File: src/rtl/yuv_axis_pkg.sv
// Shared definitions for the camera FIFO to AXI4-Stream video bridge:
// FIFO word layout, skid-buffer entry layout and classifier state encoding.
package yuv_axis_pkg;

    localparam int VSYNC_BIT = 17;
    localparam int HREF_BIT  = 16;
    localparam int PIX_MSB   = 15;
    localparam int WORD_W    = 18;

    // Skid-buffer entry: {tuser, tlast, pixel}
    localparam int BUF_USER_BIT = 17;
    localparam int BUF_LAST_BIT = 16;

    localparam int DEF_H_ACTIVE = 640;
    localparam int DEF_V_ACTIVE = 480;

    typedef enum logic [1:0] {
        ST_SYNC   = 2'd0,
        ST_ACTIVE = 2'd1,
        ST_DONE   = 2'd2
    } state_t;

endpackage

File: src/rtl/axis_skid_buffer.sv
// Two-entry ring buffer driving an AXI4-Stream master; the head entry stays
// put until its handshake, so the output is stable while stalled.
module axis_skid_buffer #(
    parameter int W = 18
) (
    input  logic         clk,
    input  logic         rst_n,
    input  logic         i_push,
    input  logic [W-1:0] i_data,
    output logic [1:0]   o_occ,
    output logic         o_tvalid,
    input  logic         i_tready,
    output logic [W-1:0] o_tdata
);

    logic [W-1:0] r_mem [2];
    logic         r_wp;
    logic         r_rp;
    logic [1:0]   r_cnt;
    logic         w_pop;

    assign w_pop    = o_tvalid && i_tready;
    assign o_tvalid = (r_cnt != 2'd0);
    assign o_tdata  = r_mem[r_rp];
    assign o_occ    = r_cnt;

    always_ff @(posedge clk or negedge rst_n) begin
        if (!rst_n) begin
            r_mem[0] <= '0;
            r_mem[1] <= '0;
            r_wp     <= 1'b0;
            r_rp     <= 1'b0;
            r_cnt    <= 2'd0;
        end else begin
            if (i_push) begin
                r_mem[r_wp] <= i_data;
                r_wp        <= ~r_wp;
            end
            if (w_pop) begin
                r_rp <= ~r_rp;
            end
            r_cnt <= r_cnt + {1'b0, i_push} - {1'b0, w_pop};
        end
    end

endmodule

File: src/rtl/yuv_fifo_to_axis.sv
// Drains the camera capture FIFO, drops sync markers and frames pixels into
// AXI4-Stream video lines (tlast) and frames (tuser) with credit-based reads.
module yuv_fifo_to_axis
    import yuv_axis_pkg::*;
#(
    parameter int H_ACTIVE = DEF_H_ACTIVE,
    parameter int V_ACTIVE = DEF_V_ACTIVE
) (
    input  logic        clk,
    input  logic        reset_n,
    input  logic        fifo_empty,
    input  logic [17:0] fifo_dout,
    output logic        fifo_rd_en,
    output logic [15:0] m_axis_video_tdata,
    output logic        m_axis_video_tvalid,
    input  logic        m_axis_video_tready,
    output logic        m_axis_video_tuser,
    output logic        m_axis_video_tlast,
    output logic        line_err,
    output logic        frame_err
);

    localparam int HW = (H_ACTIVE > 1) ? $clog2(H_ACTIVE) : 1;
    localparam int VW = (V_ACTIVE > 1) ? $clog2(V_ACTIVE) : 1;
    localparam logic [HW-1:0] H_LAST = HW'(H_ACTIVE - 1);
    localparam logic [VW-1:0] V_LAST = VW'(V_ACTIVE - 1);

    state_t            r_state, w_state_nxt;
    logic [HW-1:0]     r_h, w_h_nxt;
    logic [VW-1:0]     r_v, w_v_nxt;
    logic              r_sof, w_sof_nxt;
    logic              r_rd_pend;
    logic              r_arm;
    logic              r_line_err, w_line_err_nxt;
    logic              r_frame_err, w_frame_err_nxt;
    logic              w_push;
    logic [WORD_W-1:0] w_push_data;
    logic [WORD_W-1:0] w_buf_data;
    logic [1:0]        w_occ;
    logic              w_pop;
    logic [2:0]        w_used;
    logic [2:0]        w_limit;
    logic              w_is_pix, w_is_frm, w_is_line;

    // A read issued last cycle is the word on fifo_dout now.
    assign w_is_pix  = r_rd_pend &&  fifo_dout[HREF_BIT];
    assign w_is_frm  = r_rd_pend && !fifo_dout[HREF_BIT] &&  fifo_dout[VSYNC_BIT];
    assign w_is_line = r_rd_pend && !fifo_dout[HREF_BIT] && !fifo_dout[VSYNC_BIT];

    // Buffer slots plus the in-flight word must never exceed two entries.
    assign w_pop      = m_axis_video_tvalid && m_axis_video_tready;
    assign w_used     = {1'b0, w_occ} + {2'b00, r_rd_pend};
    assign w_limit    = 3'd2 + {2'b00, w_pop};
    assign fifo_rd_en = r_arm && !fifo_empty && (w_used < w_limit);

    assign w_push_data = {r_sof, (r_h == H_LAST), fifo_dout[PIX_MSB:0]};

    always_comb begin
        w_state_nxt     = r_state;
        w_h_nxt         = r_h;
        w_v_nxt         = r_v;
        w_sof_nxt       = r_sof;
        w_push          = 1'b0;
        w_line_err_nxt  = 1'b0;
        w_frame_err_nxt = 1'b0;
        unique case (r_state)
            ST_SYNC, ST_DONE: begin
                if (w_is_frm) begin
                    w_state_nxt = ST_ACTIVE;
                    w_sof_nxt   = 1'b1;
                    w_h_nxt     = '0;
                    w_v_nxt     = '0;
                end
            end
            ST_ACTIVE: begin
                if (w_is_pix) begin
                    w_push    = 1'b1;
                    w_sof_nxt = 1'b0;
                    if (r_h == H_LAST) begin
                        w_h_nxt = '0;
                        if (r_v == V_LAST) begin
                            w_v_nxt     = '0;
                            w_state_nxt = ST_DONE;
                        end else begin
                            w_v_nxt = r_v + VW'(1);
                        end
                    end else begin
                        w_h_nxt = r_h + HW'(1);
                    end
                end else if (w_is_line) begin
                    if (r_h != '0) begin
                        w_line_err_nxt = 1'b1;
                        w_h_nxt        = '0;
                    end
                end else if (w_is_frm) begin
                    w_frame_err_nxt = (r_h != '0) || (r_v != '0);
                    w_sof_nxt       = 1'b1;
                    w_h_nxt         = '0;
                    w_v_nxt         = '0;
                end
            end
            default: begin
                w_state_nxt = ST_SYNC;
            end
        endcase
    end

    always_ff @(posedge clk or negedge reset_n) begin
        if (!reset_n) begin
            r_state     <= ST_SYNC;
            r_h         <= '0;
            r_v         <= '0;
            r_sof       <= 1'b0;
            r_rd_pend   <= 1'b0;
            r_arm       <= 1'b0;
            r_line_err  <= 1'b0;
            r_frame_err <= 1'b0;
        end else begin
            r_state     <= w_state_nxt;
            r_h         <= w_h_nxt;
            r_v         <= w_v_nxt;
            r_sof       <= w_sof_nxt;
            r_rd_pend   <= fifo_rd_en;
            r_arm       <= 1'b1;
            r_line_err  <= w_line_err_nxt;
            r_frame_err <= w_frame_err_nxt;
        end
    end

    axis_skid_buffer #(
        .W (WORD_W)
    ) u_skid (
        .clk      (clk),
        .rst_n    (reset_n),
        .i_push   (w_push),
        .i_data   (w_push_data),
        .o_occ    (w_occ),
        .o_tvalid (m_axis_video_tvalid),
        .i_tready (m_axis_video_tready),
        .o_tdata  (w_buf_data)
    );

    assign m_axis_video_tdata = w_buf_data[PIX_MSB:0];
    assign m_axis_video_tuser = w_buf_data[BUF_USER_BIT];
    assign m_axis_video_tlast = w_buf_data[BUF_LAST_BIT];
    assign line_err           = r_line_err;
    assign frame_err          = r_frame_err;

endmodule

File: config.mk
export PLATFORM = sky130hd
export DESIGN_NAME = yuv_fifo_to_axis
export DESIGN_NICKNAME = d
export VERILOG_FILES = /design/src/rtl/yuv_axis_pkg.sv /design/src/rtl/axis_skid_buffer.sv /design/src/rtl/yuv_fifo_to_axis.sv
export SDC_FILE = /design/constraint.sdc
export NUM_CORES = 1
export LEC_CHECK = 0
export ABC_AREA = 1
export CORE_MARGIN = 8
export CORE_UTILIZATION = 53
export CTS_BUF_LIST = sky130_fd_sc_hd__clkbuf_8
export CTS_CLUSTER_DIAMETER = 40
export CTS_CLUSTER_SIZE = 28
export DETAILED_ROUTE_END_ITERATION = 8
export PLACE_DENSITY = 0.79
export SLEW_MARGIN = 25
export SYNTH_ARGS = -nofsm -noshare
export SYNTH_HDL_FRONTEND = slang
export SYNTH_HIERARCHICAL = 1
export SYNTH_SLANG_ARGS = --single-unit
File: constraint.sdc
create_clock -name clk -period 1.61 [get_ports clk]
set_clock_uncertainty 0.2 [all_clocks]
set_input_delay 0.322 -clock clk [delete_from_list [all_inputs] [get_ports clk]]
set_output_delay 0.322 -clock clk [all_outputs]
set_load 0.01 [all_outputs]
# Yosys cells after proc, flatten, opt, wreduce, memory -nomap -nowiden
# Index checks and enable logic that the tools add are counted.
dict set report word_totals {
  reg_bits 66
  inputBits 22
  out_inout_bits 22
  elab_cells 97
}
dict set report op_classes {
  add_sub_neg 6
  magnitude_cmp 4
  eq_ne 11
  muxes 37
  n_bitwise 4
  reduce_logical 22
}
# cell n
set op_table {}
lappend op_table {{two-way mux 18 bit} 4}
lappend op_table {{two-way mux 10 bit} 5}
lappend op_table {{two-way mux 9 bit} 5}
lappend op_table {{bitwise mux 36 bit} 1}
lappend op_table {{case mux 10 bit (2 select lines)} 1}
lappend op_table {{demux 18 bit (select 1 bit)} 1}
lappend op_table {{case mux 9 bit (2 select lines)} 1}
lappend op_table {{two-way mux 1 bit} 13}
lappend op_table {{adder 10 x 1 -> 10 bit, second input constant} 1}
lappend op_table {{equality test 10 bit, second input constant} 1}
lappend op_table {{nonzero test 10 bit} 1}
lappend op_table {{adder 9 x 1 -> 9 bit, second input constant} 1}
lappend op_table {{equality test 9 bit, second input constant} 1}
lappend op_table {{nonzero test 9 bit} 1}
lappend op_table {{logical AND 1 bit} 8}
lappend op_table {{two-way mux 2 bit} 4}
lappend op_table {{!= test 2 bit, second input constant} 3}
lappend op_table {{>= comparator 2 bit, second input constant} 2}
lappend op_table {{!= test 4 bit, second input constant} 1}
lappend op_table {{NOT 1 -> 2 bit} 2}
lappend op_table {{case mux 2 bit (2 select lines)} 1}
lappend op_table {{AND reduction 2 bit} 2}
lappend op_table {{AND reduction 4 bit} 1}
lappend op_table {{nonzero test 2 bit} 2}
lappend op_table {{other kinds (18)} 21}

# Depth between registers and ports, before layout
# Gate-level depths: netlist (run 1).
dict set report logic_depth {
  word_depth 7
  mapped_depth 11
  depth_no_buf 11
}

# Cells and area by module
# The synthesis (run 1) kept the hierarchy.
# module n_inst cells_per_inst area_per_inst_um2 seq_area_each_um2
set modules_own_cells {}
lappend modules_own_cells {yuv_fifo_to_axis 1 300 2040.7 650.6}
lappend modules_own_cells {axis_skid_buffer 1 217 1996.9 1001.0}

# Worst setup path after synthesis (run 1)
# No wires, ideal clock.
dict set report synth_timing {
  path_type {flip-flop to flip-flop}
  from {register r_rd_pend}
  to {register u_skid/r_mem[10] in the netlist's numbering}
  setup_time_ns 0.118
  arrival_ns 1.316
  required_time_ns 1.292
  path_slack_ns -0.024
  stages_incl_launch_ff 9
  path_buffers 3
  synth_period_minus_slack_ns 1.634
  cell_sequence {dfrtp_1 > buf_4 > nand2_2 > nor2_8 > buf_6 > nand2_4 > buf_6 > nand2_2 > o21ai_2}
}
dict set report synth_between {
  elab_chain_cells 3
}
# element line
set synth_rtl {}
lappend synth_rtl {{start, declared} yuv_fifo_to_axis.sv:32} ;# logic r_rd_pend;
lappend synth_rtl {{start signal, assigned} yuv_fifo_to_axis.sv:123} ;# r_rd_pend <= fifo_rd_en;
lappend synth_rtl {{logical AND 1 bit} yuv_fifo_to_axis.sv:46} ;# assign w_is_pix = r_rd_pend && fifo_dout[HREF_BIT];
lappend synth_rtl {{two-way mux 1 bit} yuv_fifo_to_axis.sv:76} ;# if (w_is_pix) begin
lappend synth_rtl {{two-way mux 1 bit} yuv_fifo_to_axis.sv:66} ;# unique case (r_state)
lappend synth_rtl {{named net w_push} yuv_fifo_to_axis.sv:36} ;# logic w_push;
lappend synth_rtl {{end signal, assigned by index} axis_skid_buffer.sv:36} ;# r_mem[r_wp] <= i_data;
lappend synth_rtl {{end, declared} axis_skid_buffer.sv:16} ;# logic [W-1:0] r_mem [2];
# The timed path passes the listed nets, and every way through them passes these cells.
# A chain may end at the register's enable or synchronous reset.

# Worst setup path in the final report (run 1)
dict set report layout_timing {
  from {register r_rd_pend}
  to {output fifo_rd_en}
}
dict set report layout_between {
  elab_chain_cells 3
}
# element line
set layout_rtl {}
lappend layout_rtl {{adder 2 x 1 -> 3 bit} yuv_fifo_to_axis.sv:52} ;# assign w_used = {1'b0, w_occ} + {2'b00, r_rd_pend};
lappend layout_rtl {{less-than comparator 3 bit} yuv_fifo_to_axis.sv:54} ;# assign fifo_rd_en = r_arm && !fifo_empty && (w_used < w_limit);
lappend layout_rtl {{logical AND 1 bit} yuv_fifo_to_axis.sv:54}
lappend layout_rtl {{end, declared} yuv_fifo_to_axis.sv:13} ;# output logic fifo_rd_en,
# Every way passes these cells.

==> results of run 1 <==
[state kept, by name, indices dropped and copies added, names as in the netlist, 2 cells and up]
| signal | cells |
|---|---|
| r_h | 10 |
| u_skid/r_mem | 36 |
| u_skid/o_occ | 2 |
| r_state | 2 |
| r_v | 9 |
[logic make-up after synthesis]
logic type                 Yosys count  synth area share, %
AOI/OAI and AO/OA                   55                 10.4
xor gates and xnor gates             4                0.868
adders and majority gates            8                 2.48
buffers and inverters               88                 10.2
DFF                                 66                 40.9
other                                1               0.0929
and+or+nand+nor                    295                 35.0
[layer usage]
layer,share of wire [%],vias to the layer above
met5,0,-
met4,2.9,0
met3,6.2,38
met2,52,163
met1,39,1898
li1,-,1898
[area by class of cell]
cell class                      count  area, µm²
Multi-Input combinational cell    363       2370
Timing Repair Buffer              142       1320
Fill cell                         447       1620
Inverter                           69        282
Clock inverter                      7       77.6
Sequential cell                    66       1660
Tap cell                          102        128
Clock buffer                        9        124
[synth_stat cells, drive strengths merged]
cell    number  area [µm²]
a31oi        2        12.5
nor3         6        35.0
conb         1        3.75
buf         19         153
a21oi        5        25.0
clkinv       2        8.75
nand3b       1        7.51
dfrtp       66        1650
o21a         1        7.51
inv         67         252
nand4       14        93.8
or2          1        6.26
nand3       39         240
nor4         1        6.26
xor2         4        35.0
o21ai       45         364
nor2        33         165
o22ai        2        12.5
nand2      200         858
ha           8         100
[worst reg2reg max path, delay by kind of cell (launching register included)]
| kind | cells | cell delay (ps) |
|---|---|---|
| AOI/OAI and AO/OA | 1 | 170 |
| adders and majority gates | 1 | 170 |
| buffers and inverters | 1 | 110 |
| DFF | 1 | 360 |
| and+or+nand+nor | 5 | 640 |
[metrics by stage]
stage	worst slack, ps	util, %
2_1_floorplan	-19.1	-
3_3_place_gp	-529	66.7
3_5_place_dp	-587	66.7
4_1_cts	-438	74.9
5_1_grt	-495	78.6
6_report	-440	78.6
[power by group through the flow]
stage	Clock [mW]	Sequential [mW]	Combinational [mW]
detailed placement	0	2.52	3.30
floorplan	0	2.46	1.90
finish	1.43	2.59	4.44
CTS	1.45	2.52	3.88
global route	1.51	2.63	4.81
global placement	0	2.49	3.20
[repair_timing]
action | in CTS | in global routing
hold endpoints to repair | 66 | 0
buffers inserted | 36 | 5
endpoints found under the setup margin | 59 | 83
pin swaps | 34 | 35
cloned | 2 | 0
gates resized for setup | 155 | 79
hold buffers | 1 | 0
[how the worst max path moves through the flow]
stage,start,end,slack [ps],cells past startpoint
floorplan,r_state[1],u_skid/r_mem[10],-20,9
global placement,m_axis_video_tready,fifo_rd_en,-530,4
detailed placement,m_axis_video_tready,fifo_rd_en,-590,4
CTS,u_skid/o_occ[0],fifo_rd_en,-440,6
global route,r_rd_pend,fifo_rd_en,-490,6
finish,r_rd_pend,fifo_rd_en,-440,6
==> metrics.txt, run 1 <==
WL final=11,600 µm; Sw Pwr=3.38 mW; drt pass-1 iters=5; FMAX=488 MHz; static leakage=3.02 nW; failing checks=setup timing; row count=32; Syn Nets=547; cell total after placement=708; Comb pwr share=52.5%; Avg WL per Cell=15.3 µm; clk sinks=66; CTS tree=built; Tot GR Track Use=21.6%; Yosys reg bits=66; most frequent cells in the layout=124 x nand2_1, 64 x buf_4, 63 x dfrtp_1, 60 x nand2_2, 49 x inv_1; final hold vios=0; WHS Path Cells=2; slowest stage delay, CP=410 ps; CTS H-tree lvls=3; flop-to-flop setup slack=-160 ps; Initial Utilization=53.4%; Max stage delay cell, worst path=dfrtp_1; worst path cell trace=ha_2, ha_4, nor2_4, nand2_2, a21oi_2, buf_2; Placed Area=5040 µm²; met2 usage=39.0%; Peak VDD IR=0.000684 V; register area share after synthesis=40.9%; RR Startpoint=r_h[1]; Via density=5.27; grt met3 use=3.08%; port buffer count=43; Layout area overhead=47.4%; Ys Warns=6; ANT nets after route=0; Period minus WS final=2050 ps; Max FO, Critical Path=2; met1 global-route usage=24.8%; # IOs=44; syn_area_per_cell=7.81 µm²; most used routing layer=met2; Cell Pwr Density=1420 nW/µm²; worst slew pin tran=524 ps; Arr. time, crit path=1530 ps; Critical R2R Capture=r_v[1]; Num CTS Buffers=9; power consumption=8.47 mW; Max Buffers Root-to-Sink=2; Clk pin slew, worst setup/hold paths=80 ps; status=finished with violations; vias in the first global route=3,957; ant diodes=0; Buf+Inv Stages, Crit Path=1; share of layout cells above drive strength 1=47.6%; Final #Nets=681; RSZ-0062 raised after global routing=true; Final Setup Violations=80; Hold Crit Start=u_skid/r_mem[2]; Root Buffer Master=clkbuf_8; cell area after synthesis=4040 µm²; first-pass GRT wire length=17,900 µm; CP startpoint kind=flip-flop; Worst slew margin=64.7%; setup tns final=-7760 ps; Mapped Cells=517; CP required=1090 ps; commonest non-fill, non-tap cell in the layout=nand2_1; post-route worst setup slack=-440 ps; Hold Crit Class=reg2reg; count of pins over their slew limit=0; worst-skew pair later-pin latency=350 ps; worst setup path class=reg2out; final instance area=5950 µm²; DR vias=3,997; Switching Share=40.0%; WHS Endpoint=u_skid/r_mem[2]; internal power=5.09 mW; Tcrit/Tclk final=127%; worst hold slack=290 ps; Die H=103 µm; worst-case reg-to-reg path depth=8; CP delay by family, top=flip-flops; initial antenna violation count=0; Seq pwr share=30.6%; Residual DRC=0; Die Area=10,700 µm²; critical path capture point type=primary output; post-DP HPWL=7140 µm; core area=7570 µm²; post-synth cell types=35; Clock Power Share=16.9%; chip width=103 µm; Max-Cap Viols=0; Non-Filler Instances=758; GPL Wtd Cong=0.933; largest net degree at the start of global routing=67; GRT overflow=0; First DRT Iteration DRCs=252
Power figures use the tool's default switching activity.
==> run 2, diff against run 1 <==
CELL_PAD_IN_SITES_DETAIL_PLACEMENT = 0   (was not set)
CELL_PAD_IN_SITES_GLOBAL_PLACEMENT = 1   (was not set)
CORE_UTILIZATION = 39   (was 53)
PLACE_DENSITY = not set   (was 0.79)
PLACE_DENSITY_LB_ADDON = 0.1   (was not set)
==> metrics.txt, run 2 (synthesis gave the netlist of run 1 again) <==
GPL Wtd Cong=0.857 (-8.2%); initial antenna violation count=0 (unchanged); ANT nets after route=0 (unchanged); internal power=5.33 mW (+4.8%); count of pins over their slew limit=0 (unchanged); DR vias=3,822 (-4.4%); Max stage delay cell, worst path=dfrtp_1; worst-skew pair later-pin latency=350 ps (about the same); CTS tree=built; chip width=118 µm (+14%); Final #Nets=700 (+2.8%); FMAX=497 MHz (+1.9%); Avg WL per Cell=14.2 µm (-7.2%); # IOs=44 (unchanged); core area=10,200 µm² (+35%); Seq pwr share=30.5% (about the same); failing checks=setup timing; critical path capture point type=primary output; final hold vios=0 (unchanged); Comb pwr share=53.1% (+0.6 points); Non-Filler Instances=811 (+7.0%); Max Buffers Root-to-Sink=2 (unchanged); Placed Area=5200 µm² (+3.2%); Die Area=13,900 µm² (+30%); most used routing layer=met2; Sw Pwr=3.46 mW (+2.3%); worst-case reg-to-reg path depth=7 (-1); drt pass-1 iters=4 (-1); Clock Power Share=16.4% (-0.5 points); most frequent cells in the layout=108 x nand2_1, 74 x buf_4, 65 x dfrtp_1, 49 x nand2_2, 47 x inv_1; First DRT Iteration DRCs=165 (-35%); Buf+Inv Stages, Crit Path=1 (unchanged); clk sinks=66 (unchanged); worst path cell trace=ha_2, ha_2, nor2_2, nand2_1, a21oi_2, buf_2; Hold Crit Class=in2async; row count=37 (+16%); Tot GR Track Use=15.4% (-6.2 points); Period minus WS final=2010 ps (-37.8 ps); Max-Cap Viols=0 (unchanged); largest registers=u_skid/r_mem: 36 flops, r_h: 10 flops, r_v: 9 flops; Residual DRC=0 (unchanged); Final Setup Violations=36 (-55%); Layout area overhead=61.4%; CP delay by family, top=flip-flops; crit-path most repeated cell=ha_2; worst setup path class=reg2out; slowest stage delay, CP=380 ps (-30 ps); met2 usage=25.9% (-13 points); setup tns final=-5960 ps (+1800 ps); CP Depth=6 (unchanged); RSZ-0062 raised after global routing=true; Root Buffer Master=clkbuf_8; CTS H-tree lvls=3 (unchanged); max reg flops=36 (unchanged); post-route worst setup slack=-402 ps (+37.8 ps); WL final=11,500 µm (-0.74%); CP startpoint kind=flip-flop; Via density=4.71 (-11%); RR Startpoint=r_h[8]; Max FO, Critical Path=2 (unchanged); Largest Register=u_skid/r_mem; Num CTS Buffers=9 (unchanged); largest net degree at the start of global routing=27 (-60%); static leakage=3.28 nW (+8.6%); Switching Share=39.4% (-0.58 points); commonest non-fill, non-tap cell in the layout=nand2_1; Cell Pwr Density=1350 nW/µm² (-5.2%); grt met3 use=2.83% (-0.25 points); status=finished with violations; cell total after placement=751 (+6.1%); share of layout cells above drive strength 1=51.9% (+4.3 points); first-pass GRT wire length=17,600 µm (-1.6%); final instance area=6520 µm² (+9.5%); Arr. time, crit path=1490 ps (-40 ps); port buffer count=43 (unchanged); Peak VDD IR=0.000691 V (+1.0%); Clk pin slew, worst setup/hold paths=80 ps (about the same); met1 global-route usage=18.8% (-6.0 points); Die H=118 µm (+14%); Critical path origin=u_skid/o_occ[0]; Initial Utilization=39.6% (-14 points); Tcrit/Tclk final=125% (-2.3 points); CP required=1090 ps (about the same); vias in the first global route=3,676 (-7.1%); GRT overflow=0 (unchanged); ant diodes=0 (unchanged); post-DP HPWL=7220 µm (+1.2%)
## run 2: changes by cell type in the layout (fill, tap and decap cells not counted), moves of 3 or more
cell / delta
buf_6: -6
nand2_4: +27
nor2_2: -3
nand2_2: -11
nand2_1: -16
buf_4: +10
clkinvlp_4: -3
clkbuf_16: +7
buf_12: +5
nor2_4: +3
## run 2: cell type report
type / instances / area, µm²
clock buffers: 9 / 124
clock inverters: 7 / 77.6
fillers: 863 / 3670
inverters: 69 / 279
multi-input cells: 363 / 2570
flip-flops and latches: 66 / 1650
well taps: 136 / 170
repair buffers: 161 / 1640
## run 2: metal layers
metal / share of wire (%) / vias up
met4: 1.4 / 0
met5: 0 / -
met2: 51 / 57
li1: - / 1939
met1: 45 / 1812
met3: 3.0 / 14
## run 2: timing repair
action | 4_1_cts | 5_1_grt
hold buffers | 1 | 0
gates resized for setup | 161 | 124
hold endpoints to repair | 66 | 0
pin swaps | 31 | 49
gates cloned | 1 | 9
endpoints found under the setup margin | 80 | 79
setup buffers | 29 | 14
## run 2: worst paths after layout
check / endpoint / slack, ps
worst max-delay path: fifo_rd_en / -400
worst min-delay path: u_skid/r_mem[22] / 190
worst max register to register: r_v[1] / -100
worst min register to register: u_skid/r_mem[26] / 290
max in group asynchronous: u_skid/r_mem[30] / 560
min in group clk: u_skid/r_mem[26] / 290
## run 2: power by group through the flow
stage / registers (mW) / clock network, mW / logic (mW)
finish: 2.68 / 1.44 / 4.67
global route: 2.73 / 1.56 / 5.08
CTS: 2.53 / 1.49 / 4.12
detailed placement: 2.51 / 0 / 3.40
global placement: 2.50 / 0 / 3.37
floorplan: 2.46 / 0 / 1.90
## run 2: stage by stage
step | utilization, % | power [mW] | setup WS (ps) | hold WS, ps
global placement | 51.1 | 5.87 | -529 | 24.1
finish | 64.0 | 8.79 | -402 | 186
floorplan | - | 4.36 | -19.1 | -174
CTS | 57.3 | 8.13 | -437 | 177
global route | 64.0 | 9.36 | -474 | 192
detailed placement | 51.1 | 5.91 | -559 | 7.37
## run 2: worst reg2reg max path, stage by stage (launching register included)
cell,delay [ps]
dfrtp_1,490
inv_1,90
nand2_1,50
nor2_1,160
nand3_4,190
nand2_8,160
nand3_4,100
o21a_1,170
